## src/rtl/axil_cmd_pkg.sv

```systemverilog
// Shared op codes, status codes and FSM state
// encodings for the AXI-Lite command master.
package axil_cmd_pkg;

  localparam logic [1:0] OP_WRITE = 2'b00;
  localparam logic [1:0] OP_READ  = 2'b01;
  localparam logic [1:0] OP_RMW   = 2'b10;
  localparam logic [1:0] OP_POLL  = 2'b11;

  localparam logic [1:0] ST_OK       = 2'b00;
  localparam logic [1:0] ST_AXI_ERR  = 2'b01;
  localparam logic [1:0] ST_POLL_LIM = 2'b10;

  localparam logic [2:0] S_IDLE   = 3'd0;
  localparam logic [2:0] S_RD     = 3'd1;
  localparam logic [2:0] S_WR     = 3'd2;
  localparam logic [2:0] S_WAIT_B = 3'd3;
  localparam logic [2:0] S_RSP    = 3'd4;

  localparam logic [2:0] PROT_AW = 3'b000;
  localparam logic [2:0] PROT_AR = 3'b001;

  // SLVERR and DECERR both have bit 1 set
  function automatic logic is_err(
    input logic [1:0] r
  );
    return r[1];
  endfunction

endpackage

```

## src/rtl/axil_cmd_master_if.sv

```systemverilog
// AXI4-Lite bus bundle; master drives AW/W/AR and
// the B/R ready strobes, slave drives the rest.
interface axil_cmd_master_if #(
  parameter int AXI_DATA_WIDTH = 32,
  parameter int AXI_ADDR_WIDTH = 32
);
  logic [AXI_ADDR_WIDTH-1:0]   M_AXI_AWADDR;
  logic [2:0]                  M_AXI_AWPROT;
  logic                        M_AXI_AWVALID;
  logic                        M_AXI_AWREADY;
  logic [AXI_DATA_WIDTH-1:0]   M_AXI_WDATA;
  logic [AXI_DATA_WIDTH/8-1:0] M_AXI_WSTRB;
  logic                        M_AXI_WVALID;
  logic                        M_AXI_WREADY;
  logic [1:0]                  M_AXI_BRESP;
  logic                        M_AXI_BVALID;
  logic                        M_AXI_BREADY;
  logic [AXI_ADDR_WIDTH-1:0]   M_AXI_ARADDR;
  logic [2:0]                  M_AXI_ARPROT;
  logic                        M_AXI_ARVALID;
  logic                        M_AXI_ARREADY;
  logic [AXI_DATA_WIDTH-1:0]   M_AXI_RDATA;
  logic [1:0]                  M_AXI_RRESP;
  logic                        M_AXI_RVALID;
  logic                        M_AXI_RREADY;

  modport master (
    output M_AXI_AWADDR, M_AXI_AWPROT,
    output M_AXI_AWVALID,
    input  M_AXI_AWREADY,
    output M_AXI_WDATA, M_AXI_WSTRB,
    output M_AXI_WVALID,
    input  M_AXI_WREADY,
    input  M_AXI_BRESP, M_AXI_BVALID,
    output M_AXI_BREADY,
    output M_AXI_ARADDR, M_AXI_ARPROT,
    output M_AXI_ARVALID,
    input  M_AXI_ARREADY,
    input  M_AXI_RDATA, M_AXI_RRESP,
    input  M_AXI_RVALID,
    output M_AXI_RREADY
  );

  modport slave (
    input  M_AXI_AWADDR, M_AXI_AWPROT,
    input  M_AXI_AWVALID,
    output M_AXI_AWREADY,
    input  M_AXI_WDATA, M_AXI_WSTRB,
    input  M_AXI_WVALID,
    output M_AXI_WREADY,
    output M_AXI_BRESP, M_AXI_BVALID,
    input  M_AXI_BREADY,
    input  M_AXI_ARADDR, M_AXI_ARPROT,
    input  M_AXI_ARVALID,
    output M_AXI_ARREADY,
    output M_AXI_RDATA, M_AXI_RRESP,
    output M_AXI_RVALID,
    input  M_AXI_RREADY
  );
endinterface

```

## src/rtl/axil_xfer.sv

```systemverilog
// One single-beat AXI-Lite read or write per start
// pulse; done/resp/rdata are valid on the B/R beat.
module axil_xfer
  import axil_cmd_pkg::*;
#(
  parameter int AXI_DATA_WIDTH = 32,
  parameter int AXI_ADDR_WIDTH = 32
) (
  input  logic                      clk,
  input  logic                      rst_n,
  input  logic                      start,
  input  logic                      wr,
  input  logic [AXI_ADDR_WIDTH-1:0] addr,
  input  logic [AXI_DATA_WIDTH-1:0] wdata,
  output logic                      addr_done,
  output logic                      done,
  output logic [1:0]                resp,
  output logic [AXI_DATA_WIDTH-1:0] rdata,
  axil_cmd_master_if.master         m
);

  logic awv, wv, bre, arv, rre;
  logic aw_ok, w_ok, wr_q;
  logic hs_aw, hs_w, hs_b, hs_ar, hs_r;

  assign hs_aw = awv & m.M_AXI_AWREADY;
  assign hs_w  = wv  & m.M_AXI_WREADY;
  assign hs_b  = bre & m.M_AXI_BVALID;
  assign hs_ar = arv & m.M_AXI_ARREADY;
  assign hs_r  = rre & m.M_AXI_RVALID;

  assign m.M_AXI_AWADDR  = addr;
  assign m.M_AXI_AWPROT  = PROT_AW;
  assign m.M_AXI_AWVALID = awv;
  assign m.M_AXI_WDATA   = wdata;
  assign m.M_AXI_WSTRB   =
    {(AXI_DATA_WIDTH/8){1'b1}};
  assign m.M_AXI_WVALID  = wv;
  assign m.M_AXI_BREADY  = bre;
  assign m.M_AXI_ARADDR  = addr;
  assign m.M_AXI_ARPROT  = PROT_AR;
  assign m.M_AXI_ARVALID = arv;
  assign m.M_AXI_RREADY  = rre;

  // bre gates out stale aw_ok/w_ok before a write
  assign addr_done = bre
    & (aw_ok | hs_aw) & (w_ok | hs_w);
  assign done  = hs_b | hs_r;
  assign resp  = wr_q ? m.M_AXI_BRESP
                      : m.M_AXI_RRESP;
  assign rdata = m.M_AXI_RDATA;

  always_ff @(posedge clk or negedge rst_n) begin
    if (!rst_n) begin
      awv   <= 1'b0;
      wv    <= 1'b0;
      bre   <= 1'b0;
      arv   <= 1'b0;
      rre   <= 1'b0;
      aw_ok <= 1'b0;
      w_ok  <= 1'b0;
      wr_q  <= 1'b0;
    end else if (start) begin
      wr_q <= wr;
      if (wr) begin
        awv   <= 1'b1;
        wv    <= 1'b1;
        bre   <= 1'b1;
        aw_ok <= 1'b0;
        w_ok  <= 1'b0;
      end else begin
        arv <= 1'b1;
        rre <= 1'b1;
      end
    end else begin
      if (hs_aw) begin
        awv   <= 1'b0;
        aw_ok <= 1'b1;
      end
      if (hs_w) begin
        wv   <= 1'b0;
        w_ok <= 1'b1;
      end
      if (hs_b)  bre <= 1'b0;
      if (hs_ar) arv <= 1'b0;
      if (hs_r)  rre <= 1'b0;
    end
  end

endmodule

```

## src/rtl/axil_cmd_master.sv

```systemverilog
// Command-driven AXI-Lite master: WRITE/READ/RMW/POLL
// with error retry; one cmd in, one response out.
module axil_cmd_master
  import axil_cmd_pkg::*;
#(
  parameter int AXI_DATA_WIDTH = 32,
  parameter int AXI_ADDR_WIDTH = 32,
  parameter int MAX_RETRIES    = 15,
  parameter int POLL_LIMIT     = 1024
) (
  input  logic                      M_AXI_ACLK,
  input  logic                      M_AXI_ARESETN,
  input  logic                      CMD_VALID,
  output logic                      CMD_READY,
  input  logic [1:0]                CMD_OP,
  input  logic [AXI_ADDR_WIDTH-1:0] CMD_ADDR,
  input  logic [AXI_DATA_WIDTH-1:0] CMD_DATA,
  input  logic [AXI_DATA_WIDTH-1:0] CMD_MASK,
  output logic                      RSP_VALID,
  input  logic                      RSP_READY,
  output logic [AXI_DATA_WIDTH-1:0] RSP_DATA,
  output logic [1:0]                RSP_STATUS,
  axil_cmd_master_if.master         m_axi
);

  localparam int DW = AXI_DATA_WIDTH;

  logic [2:0]                state;
  logic [1:0]                op_q;
  logic [AXI_ADDR_WIDTH-1:0] addr_q;
  logic [DW-1:0]             data_q, mask_q;
  logic [DW-1:0]             rsp_q;
  logic [1:0]                st_q;
  logic [7:0]                retry_q;
  logic [16:0]               poll_q;
  logic                      kick, rdy;

  logic          x_adone, x_done;
  logic [1:0]    x_resp;
  logic [DW-1:0] x_rdata;

  axil_xfer #(
    .AXI_DATA_WIDTH(AXI_DATA_WIDTH),
    .AXI_ADDR_WIDTH(AXI_ADDR_WIDTH)
  ) u_xfer (
    .clk       (M_AXI_ACLK),
    .rst_n     (M_AXI_ARESETN),
    .start     (kick),
    .wr        (state == S_WR),
    .addr      (addr_q),
    .wdata     (data_q),
    .addr_done (x_adone),
    .done      (x_done),
    .resp      (x_resp),
    .rdata     (x_rdata),
    .m         (m_axi)
  );

  logic [DW-1:0] merged;
  logic          hit, r_max, p_end;
  logic [16:0]   poll_n;

  assign merged = (x_rdata & ~mask_q)
                | (data_q & mask_q);
  assign hit    = (x_rdata & mask_q)
               == (data_q & mask_q);
  assign r_max  = retry_q == 8'(MAX_RETRIES);
  assign poll_n = poll_q + 17'd1;
  assign p_end  = poll_n == 17'(POLL_LIMIT);

  // rdy is registered so it stays low in reset
  assign CMD_READY  = rdy;
  assign RSP_VALID  = state == S_RSP;
  assign RSP_DATA   = rsp_q;
  assign RSP_STATUS = st_q;

  always_ff @(posedge M_AXI_ACLK
              or negedge M_AXI_ARESETN) begin
    if (!M_AXI_ARESETN) begin
      state   <= S_IDLE;
      op_q    <= OP_WRITE;
      addr_q  <= '0;
      data_q  <= '0;
      mask_q  <= '0;
      rsp_q   <= '0;
      st_q    <= ST_OK;
      retry_q <= '0;
      poll_q  <= '0;
      kick    <= 1'b0;
      rdy     <= 1'b0;
    end else begin
      kick <= 1'b0;
      case (state)
        S_IDLE: begin
          rdy <= 1'b1;
          if (CMD_VALID && rdy) begin
            rdy     <= 1'b0;
            op_q    <= CMD_OP;
            addr_q  <= CMD_ADDR;
            data_q  <= CMD_DATA;
            mask_q  <= CMD_MASK;
            retry_q <= '0;
            poll_q  <= '0;
            kick    <= 1'b1;
            state   <= (CMD_OP == OP_WRITE)
                       ? S_WR : S_RD;
          end
        end
        S_RD: begin
          if (x_done && is_err(x_resp)) begin
            if (r_max) begin
              st_q  <= ST_AXI_ERR;
              rsp_q <= x_rdata;
              state <= S_RSP;
            end else begin
              retry_q <= retry_q + 8'd1;
              kick    <= 1'b1;
            end
          end else if (x_done) begin
            retry_q <= '0;
            if (op_q == OP_RMW) begin
              data_q <= merged;
              kick   <= 1'b1;
              state  <= S_WR;
            end else if (op_q == OP_POLL
                         && !hit) begin
              poll_q <= poll_n;
              rsp_q  <= x_rdata;
              if (p_end) begin
                st_q  <= ST_POLL_LIM;
                state <= S_RSP;
              end else begin
                kick <= 1'b1;
              end
            end else begin
              st_q  <= ST_OK;
              rsp_q <= x_rdata;
              state <= S_RSP;
            end
          end
        end
        S_WR: begin
          if (x_adone) state <= S_WAIT_B;
        end
        S_WAIT_B: begin
          if (x_done) begin
            rsp_q <= data_q;
            if (!is_err(x_resp)) begin
              st_q  <= ST_OK;
              state <= S_RSP;
            end else if (r_max) begin
              st_q  <= ST_AXI_ERR;
              state <= S_RSP;
            end else begin
              retry_q <= retry_q + 8'd1;
              kick    <= 1'b1;
              state   <= S_WR;
            end
          end
        end
        S_RSP: begin
          if (RSP_READY) begin
            rdy   <= 1'b1;
            state <= S_IDLE;
          end
        end
        default: state <= S_IDLE;
      endcase
    end
  end

endmodule

```

## src/flat_wrapper.sv

```systemverilog
// flat-port wrapper written by rule: the top's interface ports become plain ports
module axil_cmd_master_flat import axil_cmd_pkg::*;
#(
  parameter int AXI_DATA_WIDTH = 32,
  parameter int AXI_ADDR_WIDTH = 32,
  parameter int MAX_RETRIES    = 15,
  parameter int POLL_LIMIT     = 1024
)
  (M_AXI_ACLK, M_AXI_ARESETN, CMD_VALID, CMD_READY, CMD_OP, CMD_ADDR, CMD_DATA, CMD_MASK, RSP_VALID, RSP_READY, RSP_DATA, RSP_STATUS, m_axi_M_AXI_AWADDR, m_axi_M_AXI_AWPROT, m_axi_M_AXI_AWVALID, m_axi_M_AXI_AWREADY, m_axi_M_AXI_WDATA, m_axi_M_AXI_WSTRB, m_axi_M_AXI_WVALID, m_axi_M_AXI_WREADY, m_axi_M_AXI_BRESP, m_axi_M_AXI_BVALID, m_axi_M_AXI_BREADY, m_axi_M_AXI_ARADDR, m_axi_M_AXI_ARPROT, m_axi_M_AXI_ARVALID, m_axi_M_AXI_ARREADY, m_axi_M_AXI_RDATA, m_axi_M_AXI_RRESP, m_axi_M_AXI_RVALID, m_axi_M_AXI_RREADY);
  axil_cmd_master_if #(.AXI_DATA_WIDTH(AXI_DATA_WIDTH), .AXI_ADDR_WIDTH(AXI_ADDR_WIDTH)) m_axi_i ();
  input  logic M_AXI_ACLK;
  input  logic M_AXI_ARESETN;
  input  logic CMD_VALID;
  output logic CMD_READY;
  input  logic [1:0] CMD_OP;
  input  logic [AXI_ADDR_WIDTH-1:0] CMD_ADDR;
  input  logic [AXI_DATA_WIDTH-1:0] CMD_DATA;
  input  logic [AXI_DATA_WIDTH-1:0] CMD_MASK;
  output logic RSP_VALID;
  input  logic RSP_READY;
  output logic [AXI_DATA_WIDTH-1:0] RSP_DATA;
  output logic [1:0] RSP_STATUS;
  output wire logic [$bits(m_axi_i.M_AXI_AWADDR)-1:0] m_axi_M_AXI_AWADDR;
  output wire logic [$bits(m_axi_i.M_AXI_AWPROT)-1:0] m_axi_M_AXI_AWPROT;
  output wire logic [$bits(m_axi_i.M_AXI_AWVALID)-1:0] m_axi_M_AXI_AWVALID;
  input wire logic [$bits(m_axi_i.M_AXI_AWREADY)-1:0] m_axi_M_AXI_AWREADY;
  output wire logic [$bits(m_axi_i.M_AXI_WDATA)-1:0] m_axi_M_AXI_WDATA;
  output wire logic [$bits(m_axi_i.M_AXI_WSTRB)-1:0] m_axi_M_AXI_WSTRB;
  output wire logic [$bits(m_axi_i.M_AXI_WVALID)-1:0] m_axi_M_AXI_WVALID;
  input wire logic [$bits(m_axi_i.M_AXI_WREADY)-1:0] m_axi_M_AXI_WREADY;
  input wire logic [$bits(m_axi_i.M_AXI_BRESP)-1:0] m_axi_M_AXI_BRESP;
  input wire logic [$bits(m_axi_i.M_AXI_BVALID)-1:0] m_axi_M_AXI_BVALID;
  output wire logic [$bits(m_axi_i.M_AXI_BREADY)-1:0] m_axi_M_AXI_BREADY;
  output wire logic [$bits(m_axi_i.M_AXI_ARADDR)-1:0] m_axi_M_AXI_ARADDR;
  output wire logic [$bits(m_axi_i.M_AXI_ARPROT)-1:0] m_axi_M_AXI_ARPROT;
  output wire logic [$bits(m_axi_i.M_AXI_ARVALID)-1:0] m_axi_M_AXI_ARVALID;
  input wire logic [$bits(m_axi_i.M_AXI_ARREADY)-1:0] m_axi_M_AXI_ARREADY;
  input wire logic [$bits(m_axi_i.M_AXI_RDATA)-1:0] m_axi_M_AXI_RDATA;
  input wire logic [$bits(m_axi_i.M_AXI_RRESP)-1:0] m_axi_M_AXI_RRESP;
  input wire logic [$bits(m_axi_i.M_AXI_RVALID)-1:0] m_axi_M_AXI_RVALID;
  output wire logic [$bits(m_axi_i.M_AXI_RREADY)-1:0] m_axi_M_AXI_RREADY;
  assign m_axi_M_AXI_AWADDR = m_axi_i.M_AXI_AWADDR;
  assign m_axi_M_AXI_AWPROT = m_axi_i.M_AXI_AWPROT;
  assign m_axi_M_AXI_AWVALID = m_axi_i.M_AXI_AWVALID;
  assign m_axi_i.M_AXI_AWREADY = m_axi_M_AXI_AWREADY;
  assign m_axi_M_AXI_WDATA = m_axi_i.M_AXI_WDATA;
  assign m_axi_M_AXI_WSTRB = m_axi_i.M_AXI_WSTRB;
  assign m_axi_M_AXI_WVALID = m_axi_i.M_AXI_WVALID;
  assign m_axi_i.M_AXI_WREADY = m_axi_M_AXI_WREADY;
  assign m_axi_i.M_AXI_BRESP = m_axi_M_AXI_BRESP;
  assign m_axi_i.M_AXI_BVALID = m_axi_M_AXI_BVALID;
  assign m_axi_M_AXI_BREADY = m_axi_i.M_AXI_BREADY;
  assign m_axi_M_AXI_ARADDR = m_axi_i.M_AXI_ARADDR;
  assign m_axi_M_AXI_ARPROT = m_axi_i.M_AXI_ARPROT;
  assign m_axi_M_AXI_ARVALID = m_axi_i.M_AXI_ARVALID;
  assign m_axi_i.M_AXI_ARREADY = m_axi_M_AXI_ARREADY;
  assign m_axi_i.M_AXI_RDATA = m_axi_M_AXI_RDATA;
  assign m_axi_i.M_AXI_RRESP = m_axi_M_AXI_RRESP;
  assign m_axi_i.M_AXI_RVALID = m_axi_M_AXI_RVALID;
  assign m_axi_M_AXI_RREADY = m_axi_i.M_AXI_RREADY;
  axil_cmd_master #(.AXI_DATA_WIDTH(AXI_DATA_WIDTH), .AXI_ADDR_WIDTH(AXI_ADDR_WIDTH), .MAX_RETRIES(MAX_RETRIES), .POLL_LIMIT(POLL_LIMIT)) u_core (.M_AXI_ACLK(M_AXI_ACLK), .M_AXI_ARESETN(M_AXI_ARESETN), .CMD_VALID(CMD_VALID), .CMD_READY(CMD_READY), .CMD_OP(CMD_OP), .CMD_ADDR(CMD_ADDR), .CMD_DATA(CMD_DATA), .CMD_MASK(CMD_MASK), .RSP_VALID(RSP_VALID), .RSP_READY(RSP_READY), .RSP_DATA(RSP_DATA), .RSP_STATUS(RSP_STATUS), .m_axi(m_axi_i));
endmodule
```

## config.mk

```make
export PLATFORM = sky130hd
export DESIGN_NAME = axil_cmd_master_flat
export DESIGN_NICKNAME = d
export VERILOG_FILES = /design/src/rtl/axil_cmd_pkg.sv /design/src/rtl/axil_cmd_master_if.sv /design/src/rtl/axil_xfer.sv /design/src/rtl/axil_cmd_master.sv /design/src/flat_wrapper.sv
export SDC_FILE = /design/constraint.sdc
export NUM_CORES = 1
export LEC_CHECK = 0
export ABC_AREA = 1
export CAP_MARGIN = 25
export CORE_ASPECT_RATIO = 0.5
export CORE_UTILIZATION = 30
export CTS_BUF_LIST = sky130_fd_sc_hd__clkbuf_8
export DETAILED_ROUTE_END_ITERATION = 8
export HOLD_SLACK_MARGIN = 0.08
export PLACE_DENSITY = 0.65
export SETUP_SLACK_MARGIN = 0.5
export SYNTH_ARGS = -nofsm -noshare
export SYNTH_HDL_FRONTEND = slang
export SYNTH_SLANG_ARGS = --single-unit
export TNS_END_PERCENT = 1
```

## constraint.sdc

```tcl
create_clock -name M_AXI_ACLK -period 3.5 [get_ports M_AXI_ACLK]
set_clock_uncertainty 0.1 [all_clocks]
set_input_delay 0.525 -clock M_AXI_ACLK [delete_from_list [all_inputs] [get_ports M_AXI_ACLK]]
set_output_delay 0.525 -clock M_AXI_ACLK [all_outputs]
set_load 0.01 [all_outputs]
```

==> flow_metrics.tcl <==
set metrics [dict create \
    cp_slowest_cell "nor2_1" \
    status "completed" \
    rsz0062_at_grt "no" \
    crit_type "input pin to flip-flop" \
    ys_seq_elements 170 \
    postRouteWirelength_mm 26.52 \
    crit_fanout 11 \
    ys_seq_area_share_pct 46.91 \
    vias 8106 \
    p_sw_w 0.004153 \
    gp_congestion 0.8425 \
    min_to "u_core.u_xfer.aw_ok" \
    clkTransAtPathRegs_ps 90 \
    ys_dominant_reg_cell "dfrtp_1" \
    power_density_nw_per_um2 841.7 \
    final_cells 1764 \
    postCtsSetupRepairBufs 0 \
    wl_met1_mm 11.60 \
    max_slew_margin_pct 43.73 \
    synth_area_leaders "dfrtp_1 (47%), nand2_1 (12%), mux2_2 (5.3%)" \
    avgSynthCellArea_um2 8.075 \
    drt_iter0_drc 529 \
    switching_share_pct 39.64 \
    worstPathRequired_ps 3810 \
    top_layer "met5" \
    top_level_ports 290 \
    final_cell_mix "nand2_1 (288), clkdlybuf4s50_1 (276), dfrtp_1 (170)" \
    reg2reg_depth 13 \
    yosys_warnings 0 \
    port_buffers 277 \
    dpl.cell_count 1728 \
    worstSetupStartpointType "input pin" \
    dieHeight_um 124.9 \
    hold_start "u_core.u_xfer.aw_ok" \
    async_reset_ff_share_pct 100.0 \
    tns_ps 0 \
    die_w_um 247.9 \
    final_common_cell "nand2_1" \
    netlist_area_um2 9069 \
    yosys.area.top_type "dfrtp_1" \
    fin_crit_sh_pct 76.81 \
    clkPwrFrac_pct 15.2 \
    vdd.ir_drop.worst_uv 369.5 \
    cts-root-buf "clkbuf_8" \
    fin_nets 1502 \
    combPwrFrac_pct 51.4 \
    htreeDepth 4 \
    cp-end-kind "flip-flop" \
    ys_types 46 \
    cts_num_sinks 170 \
    grt_pass1_vias 7663 \
    grt_pass1_wl_mm 42.49 \
    synth_cells 1123 \
    grt_usage_pct 17.62 \
    crit_arrival_ps 3000 \
    area_delta_synth_final_pct 37.25 \
    wl_per_cell_um 15.03 \
    worstHoldPathCells 2 \
    r2r-end "u_core.state[0]" \
    worstPathCellList "clkdlybuf4s50_1, inv_1, nand2_1, nand3_1, o21ai_0, nor2_1, nand2_1, nor2_1, nand2_1, nand3_1, nor2_1, nand2_1, nand2_1, nand2_1, o21ai_1" \
    r2r_slack_ps 930 \
    cts_buffers 17 \
    start_util_pct 30.91 \
    hpwl_mm 19.36 \
    final_area_um2 12450 \
    slew_viol_final 0 \
    setup_viol 0 \
    globalRoute.totalOverflow 0 \
    insertion_delay_ps 490 \
    cap_viol_max_count 0 \
    drc 0 \
    final.min_clock_period_ps 2688 \
    dieArea_um2 30970 \
    hp-class "flip-flop to flip-flop" \
    tightest_slew_ps 840.9 \
    max_stage_delay_ps 660 \
    antenna_found_initial 4 \
    synth_top_cell_area_share_pct 46.91 \
    wl_met3_um 895 \
    row_count 44 \
    core_area_um2 29340 \
    power.total_w 0.01048 \
    synth_edf_count 0 \
    grt_max_degree 71 \
    p_leak_nw 5.391 \
    drive_gt1_share_pct 8.175 \
    cts_buffer_depth 2 \
    dr.pass1.iters 5 \
    routed_via_density 4.595 \
    cts_tree "done" \
    crit_top_cell "nand2_1" \
    wl_met2_mm 13.44 \
    fmax_mhz 372.0 \
    place_area_um2 11980 \
    pwr-share-seq_pct 33.4 \
    hold_viol_final 0 \
    antenna_left 0 \
    p_int_w 0.006324 \
]
[power groups by stage]
stage	Sequential, W	Combinational [W]	Clock (W)
CTS	0.00350	0.00545	0.00164
global route	0.00362	0.00594	0.00174
detailed placement	0.00353	0.00544	0
global placement	0.00351	0.00538	0
floorplan	0.00368	0.00294	0
finish	0.00350	0.00539	0.00159
[final cells by class]
class                   count  area [um2]
diodes                      3       7.507
clock buffers              20       275.3
clock inverters            12       170.2
fillers                  3006       16900
inverters                  95       357.8
multi-input cells         782        3961
flip-flops and latches    170        4254
well taps                 391       489.2
repair buffers            291        2932
[Yosys cell counts, types with 13 or more instances]
library cell	number
mux2_2	43
buf_2	20
nor2_1	120
dfrtp_1	170
inv_1	90
o21ai_1	18
nand3_1	40
a21oi_1	75
o21a_1	21
clkbuf_1	13
o21ai_0	62
a31oi_1	34
buf_4	45
nand2_1	289
[metrics by stage]
stage                     utilization [%]  hold slack (ps)  worst slack [ps]
final                               42.42            407.2             811.7
after global routing                42.42            447.5             557.6
after CTS                           42.39            409.6             860.4
after detailed placement            40.84            385.7             339.5
after global placement              40.82            385.5             349.0
after floorplan                         -            129.4              1620
[worst max path at each step]
stage	from	endpoint	slack, ps	depth (start not counted)
floorplan	m_axi_M_AXI_BVALID	u_core.RSP_DATA[0]	1620	10
global placement	m_axi_M_AXI_RDATA[14]	u_core.RSP_STATUS[1]	350	14
detailed placement	m_axi_M_AXI_RDATA[14]	u_core.RSP_STATUS[1]	340	14
CTS	m_axi_M_AXI_RDATA[14]	u_core.RSP_STATUS[1]	860	15
global route	m_axi_M_AXI_RDATA[16]	u_core.RSP_STATUS[0]	560	15
finish	m_axi_M_AXI_RDATA[14]	u_core.state[0]	810	15
[per-layer routing]
metal | vias up | global-route usage (%)
li1 | 4103 | -
met1 | 3814 | 22.17
met2 | 154 | 30.31
met3 | 33 | 3.585
met4 | 2 | 5.269
met5 | - | 0
[critical path, delay by kind of cell]
kind | cells | cell delay, ps
AND/OR/NAND/NOR | 11 | 1720
buffers and inverters | 2 | 590
AO/OA/AOI/OAI | 2 | 150
[cell families (layout without fill, tap and decap cells)]
group / count (synthesis) / in the layout / share of synthesized area [%]
AO/OA/AOI/OAI: 237 / 237 / 15.02
XOR/XNOR: 5 / 5 / 0.4830
adder cells (fa/ha/maj): 2 / 2 / 0.2759
buffers and inverters: 179 / 418 / 9.892
flip-flops: 170 / 170 / 46.91
multiplexers: 43 / 43 / 5.339
other: 2 / 13 / 0.08281
AND/OR/NAND/NOR: 485 / 485 / 21.99
[timing repair]
item	4_1_cts	5_1_grt
hold buffers	1	0
gates resized for setup	0	0
endpoints found under the hold margin	52	0
(Power assumes the default switching activity.)
